<file path="config.mk">
export PLATFORM = sky130hd
export DESIGN_NAME = fp_u8_conv_arbiter
export DESIGN_NICKNAME = d
export VERILOG_FILES = /design/src/rtl/gmm_pkg.sv /design/src/rtl/fp_to_u8_sat.sv /design/src/rtl/fp_u8_conv_arbiter.sv
export SDC_FILE = /design/constraint.sdc
export NUM_CORES = 1
export LEC_CHECK = 0
export CAP_MARGIN = 20
export CORE_MARGIN = 2
export CORE_UTILIZATION = 39
export DETAILED_ROUTE_END_ITERATION = 7
export PLACE_DENSITY = 0.78
export SLEW_MARGIN = 15
export SYNTH_ARGS = -nofsm -noshare
export SYNTH_HDL_FRONTEND = slang
export SYNTH_HIERARCHICAL = 1
export SYNTH_SLANG_ARGS = --single-unit
</file>
<file path="constraint.sdc">
create_clock -name clk -period 2.2 [get_ports clk]
set_input_delay 0.55 -clock clk [delete_from_list [all_inputs] [get_ports clk]]
set_output_delay 0.55 -clock clk [all_outputs]
set_load 0.02 [all_outputs]
</file>
<file path="src/rtl/gmm_pkg.sv">
// rtl/gmm_pkg.sv - float32 field constants shared by the GMM pixel pipeline
package gmm_pkg;

  localparam int FP_W       = 32;
  localparam int EXP_MSB    = 30;
  localparam int EXP_LSB    = 23;
  localparam int MAN_W      = 23;
  localparam int BIAS       = 127;
  localparam int U8_SAT_EXP = 134;

  typedef logic [FP_W-1:0] fp32_t;

endpackage

</file>
<file path="src/rtl/fp_to_u8_sat.sv">
// rtl/fp_to_u8_sat.sv - combinational float32 magnitude to saturated u8 (floor)
module fp_to_u8_sat
  import gmm_pkg::*;
(
  input  logic [FP_W-1:0] i_fp,
  output logic [7:0]      o_u8
);

  logic [EXP_MSB-EXP_LSB:0] w_exp;
  logic [MAN_W-1:0]         w_man;
  logic [7:0]               w_shift;
  logic                     w_unused_sign;

  assign w_exp         = i_fp[EXP_MSB:EXP_LSB];
  assign w_man         = i_fp[MAN_W-1:0];
  assign w_unused_sign = i_fp[FP_W-1];

  // Right shift keeps the k+1 integer bits of 1.m for exponent 127+k.
  assign w_shift = 8'(MAN_W) - (w_exp - 8'(BIAS));

  always_comb begin
    o_u8 = '0;
    if (w_exp > 8'(U8_SAT_EXP)) begin
      o_u8 = 8'hFF;
    end else if (w_exp >= 8'(BIAS)) begin
      o_u8 = 8'({1'b1, w_man} >> w_shift);
    end
  end

endmodule

</file>
<file path="src/rtl/fp_u8_conv_arbiter.sv">
// rtl/fp_u8_conv_arbiter.sv - round-robin shared float32-to-u8 converter with
// one registered, ID-tagged output stage and a wrapping conversion counter
module fp_u8_conv_arbiter
  import gmm_pkg::*;
#(
  parameter int N_REQ = 4,
  parameter int ID_W  = $clog2(N_REQ),
  parameter int CNT_W = 16
) (
  input  logic                  clk,
  input  logic                  rst_n,
  input  logic [N_REQ-1:0]      req_valid,
  input  logic [FP_W*N_REQ-1:0] req_data,
  output logic [N_REQ-1:0]      req_ready,
  output logic                  out_valid,
  output logic [7:0]            out_data,
  output logic [ID_W-1:0]       out_id,
  input  logic                  out_ready,
  output logic [CNT_W-1:0]      conv_count
);

  logic             r_rst_meta;
  logic             r_rst_sync;
  logic             r_out_valid;
  logic [7:0]       r_out_data;
  logic [ID_W-1:0]  r_out_id;
  logic [CNT_W-1:0] r_cnt;
  logic [ID_W-1:0]  r_rr_ptr;

  logic [FP_W-1:0]  w_req_word [N_REQ];
  logic [FP_W-1:0]  w_sel_word;
  logic [7:0]       w_conv;
  logic             w_accept;
  logic             w_any;
  logic             w_fire;
  logic [ID_W-1:0]  w_grant;
  logic [ID_W-1:0]  w_next_ptr;
  logic [ID_W:0]    w_sum;
  logic [ID_W-1:0]  w_cand;

  // Reset asserts asynchronously but releases on a clock edge.
  always_ff @(posedge clk or negedge rst_n) begin
    if (!rst_n) begin
      r_rst_meta <= 1'b0;
      r_rst_sync <= 1'b0;
    end else begin
      r_rst_meta <= 1'b1;
      r_rst_sync <= r_rst_meta;
    end
  end

  for (genvar i = 0; i < N_REQ; i++) begin : g_unpack
    assign w_req_word[i] = req_data[FP_W*i +: FP_W];
  end

  // First valid requester at or after the round-robin pointer.
  always_comb begin
    w_any   = 1'b0;
    w_grant = '0;
    w_sum   = '0;
    w_cand  = '0;
    for (int j = 0; j < N_REQ; j++) begin
      w_sum = {1'b0, r_rr_ptr} + (ID_W+1)'(j);
      if (w_sum >= (ID_W+1)'(N_REQ)) begin
        w_sum = w_sum - (ID_W+1)'(N_REQ);
      end
      w_cand = w_sum[ID_W-1:0];
      if (!w_any && req_valid[w_cand]) begin
        w_any   = 1'b1;
        w_grant = w_cand;
      end
    end
  end

  assign w_accept   = !r_out_valid || out_ready;
  assign w_fire     = w_accept && w_any;
  assign w_next_ptr = (w_grant == ID_W'(N_REQ-1)) ? '0 : w_grant + 1'b1;
  assign w_sel_word = w_req_word[w_grant];

  always_comb begin
    req_ready = '0;
    if (r_rst_sync && w_fire) begin
      req_ready[w_grant] = 1'b1;
    end
  end

  fp_to_u8_sat u_conv (
    .i_fp (w_sel_word),
    .o_u8 (w_conv)
  );

  always_ff @(posedge clk or negedge r_rst_sync) begin
    if (!r_rst_sync) begin
      r_out_valid <= 1'b0;
      r_out_data  <= '0;
      r_out_id    <= '0;
      r_cnt       <= '0;
      r_rr_ptr    <= '0;
    end else if (w_accept) begin
      r_out_valid <= w_any;
      if (w_any) begin
        r_out_data <= w_conv;
        r_out_id   <= w_grant;
        r_rr_ptr   <= w_next_ptr;
        r_cnt      <= r_cnt + 1'b1;
      end
    end
  end

  assign out_valid  = r_out_valid;
  assign out_data   = r_out_data;
  assign out_id     = r_out_id;
  assign conv_count = r_cnt;

endmodule

</file>
==> results.cfg <==
[detailed_routing]
met1Wirelength_mm = 4.23
dr.pass1.iters = 4
dr_wl_met3_um = 580
antenna_left = 0
drc = 0
routed_wl_mm = 11.2
highest_layer = met4
drt_iter0_markers = 113
num_vias = 3802
via_per_inst = 5.35
wl_per_cell_um = 15.8
wl_met2_mm = 6.20

[synthesis]
syn_area_um2 = 3600
synth_fp_nets = 525
synth_area_per_cell_um2 = 9.39
syn_inst = 384
yosysWarnings = 6

[floorplanning]
initial_core_util_pct = 39.6
ios = 166
core_area_um2 = 9110
die_x_um = 100
dieArea_um2 = 10000
die_h_um = 100
rows = 35

[sta]
maxSlewViolCount = 0
min_period_ns = 3.20
setup_viol = 12
finalCritPeriodShare_pct = 146
rsz0062_at_grt = yes
fin_skew_ns = 0.00279
fin_tns_setup_ns = -9.40
hold_viol_final = 0
setup_slack_ns = -1.00
max_freq_ghz = 0.312
whs_ns = 0.0949

[cells_and_area]
drive_gt1_share_pct = 26.0
fin_nets = 740
diodes = 0
area_growth_pct = 72.8
fin_area_um2 = 6230

[power_and_ir_drop]
vdd_drop_max_v = 0.000467
p_sw_share_pct = 42.9
internal-power_w = 0.00390
p_per_area_nw_per_um2 = 1100
p_clk_share_pct = 7.2
p_switching_w = 0.00294
p_leak_nw = 2.73
pwr-share-seq_pct = 12.9
pwr-share-comb_pct = 80.0

[global_route]
grt_first_pass_wirelength_mm = 18.2
antenna_found_initial = 0
groute.usage.overall_pct = 22.1
grt_start_max_net_pins = 29
grt_pass1_vias = 4047
globalRouteOverflowTotal = 0

[placed_design]
gp_congestion = 0.958
dpl_cell_area_um2 = 5790
io_buffers = 161
hpwlAfterDp_mm = 9.06

[setup_path]
path_max_fanout = 8
crit_path_end_kind = flip-flop
critPathKind = input port to flip-flop
worstSetupStartpointType = input port
crit_arrival_ns = 3.37
worstPathRequired_ns = 2.37

[cts]
cts_buffer_depth = 2
cts.sinks = 31
clock_latency_ns = 0.27
clk_pin_slew_worst_paths_ns = 0.06
cts_made_buffers = 5
cts-root-buf = clkbuf_8
cts_tree = built
h-tree-depth = 2
cts_hold_buffers = 0

[status]
status = complete, but fails checks
failed_checks = negative setup slack

[worst_hold_path]
hp-class = flip-flop to asynchronous set/reset pin

[job]
max-cap-violations = 0
[cells in the final DEF (no fill, tap or decap), drive strengths merged, types with 2 or more instances in the layout]
master	count
nand3	16
o31ai	3
ha	6
dfrtp	31
clkdlybuf4s50	153
and4	2
o21ai	11
a21oi	7
nor3	12
clkbuf	7
inv	7
o221ai	2
nor2	14
clkdlybuf4s15	2
and3	6
mux2	17
o311ai	2
mux2i	112
nand4	3
nand2	51
mux4	7
buf	78
xnor2	14
xor2	7
a31oi	7
nor4	4
[worst max-delay path, cell delays in order]
cell	delay [ns]
clkdlybuf4s15_1	0.25
inv_2	0.09
a311oi_4	0.29
buf_6	0.17
mux2i_4	0.29
inv_6	0.05
ha_4	0.35
buf_8	0.16
mux2_4	0.31
mux4_2	0.51
o221ai_2	0.18
o21ai_1	0.08
nand2_1	0.06
nand2_1	0.04
[flip-flops by register name, summed over array words and instances (netlist names)]
signal and cells:
r_rr_ptr 2, out_valid 1, conv_count 16, out_id 2, out_data 8, r_rst_meta 1
r_rst_sync 1
[metrics by stage]
| stage | power [W] | setup slack [ns] | std cells | util (%) |
|---|---|---|---|---|
| after CTS | 0.00661 | -1.04 | 711 | 67.3 |
| after floorplan | 0.00409 | -1.60 | 384 | - |
| final | 0.00684 | -1.00 | 711 | 68.4 |
| after detailed placement | 0.00568 | -1.86 | 691 | 63.6 |
| after global routing | 0.00727 | -1.15 | 711 | 68.4 |
| after global placement | 0.00561 | -1.78 | 691 | 63.6 |
[worst paths after layout]
kind | startpoint | endpoint | slack (ns) | cells past startpoint
setup / recovery | req_valid[3] | out_data[3] | -1.00 | 14
hold / removal | r_rst_sync | out_valid | 0.09 | 0
setup reg to reg | r_rr_ptr[1] | out_data[3] | -0.99 | 14
hold reg to reg | r_rst_sync | out_valid | 0.09 | 0
max in group asynchronous | r_rst_sync | conv_count[15] | 1.49 | 1
min in group clk | r_rst_meta | r_rst_sync | 0.35 | 0
[power groups by stage]
| stage | combinational [W] | clock (W) | sequential (W) |
|---|---|---|---|
| 5_1_grt | 0.00585 | 0.000525 | 0.000896 |
| 3_5_place_dp | 0.00479 | 0 | 0.000882 |
| 6_report | 0.00547 | 0.000491 | 0.000880 |
| 4_1_cts | 0.00523 | 0.000506 | 0.000878 |
| 2_1_floorplan | 0.00306 | 0 | 0.00103 |
| 3_3_place_gp | 0.00473 | 0 | 0.000871 |
[area by class of cell]
cell class / count / area, um^2
inverter: 7 / 31.3
fill: 683 / 2880
clock buffer: 7 / 96.3
timing repair buffer: 234 / 2270
clock inverter: 1 / 7.51
multi-input combinational: 320 / 2910
tap: 111 / 139
sequential: 31 / 776
[routing by layer]
metal | global-route usage [%] | vias to the layer above
met4 | 6.22 | 0
li1 | - | 1847
met1 | 23.7 | 1789
met3 | 2.51 | 14
met2 | 44.6 | 152
met5 | 0 | -
[timing repair]
item,CTS,global route
resized for setup,66,19
pin swaps,7,11
setup buffers,11,0
endpoints found under the setup margin,15,12
cloned,1,0
(Power assumes the default switching activity.)
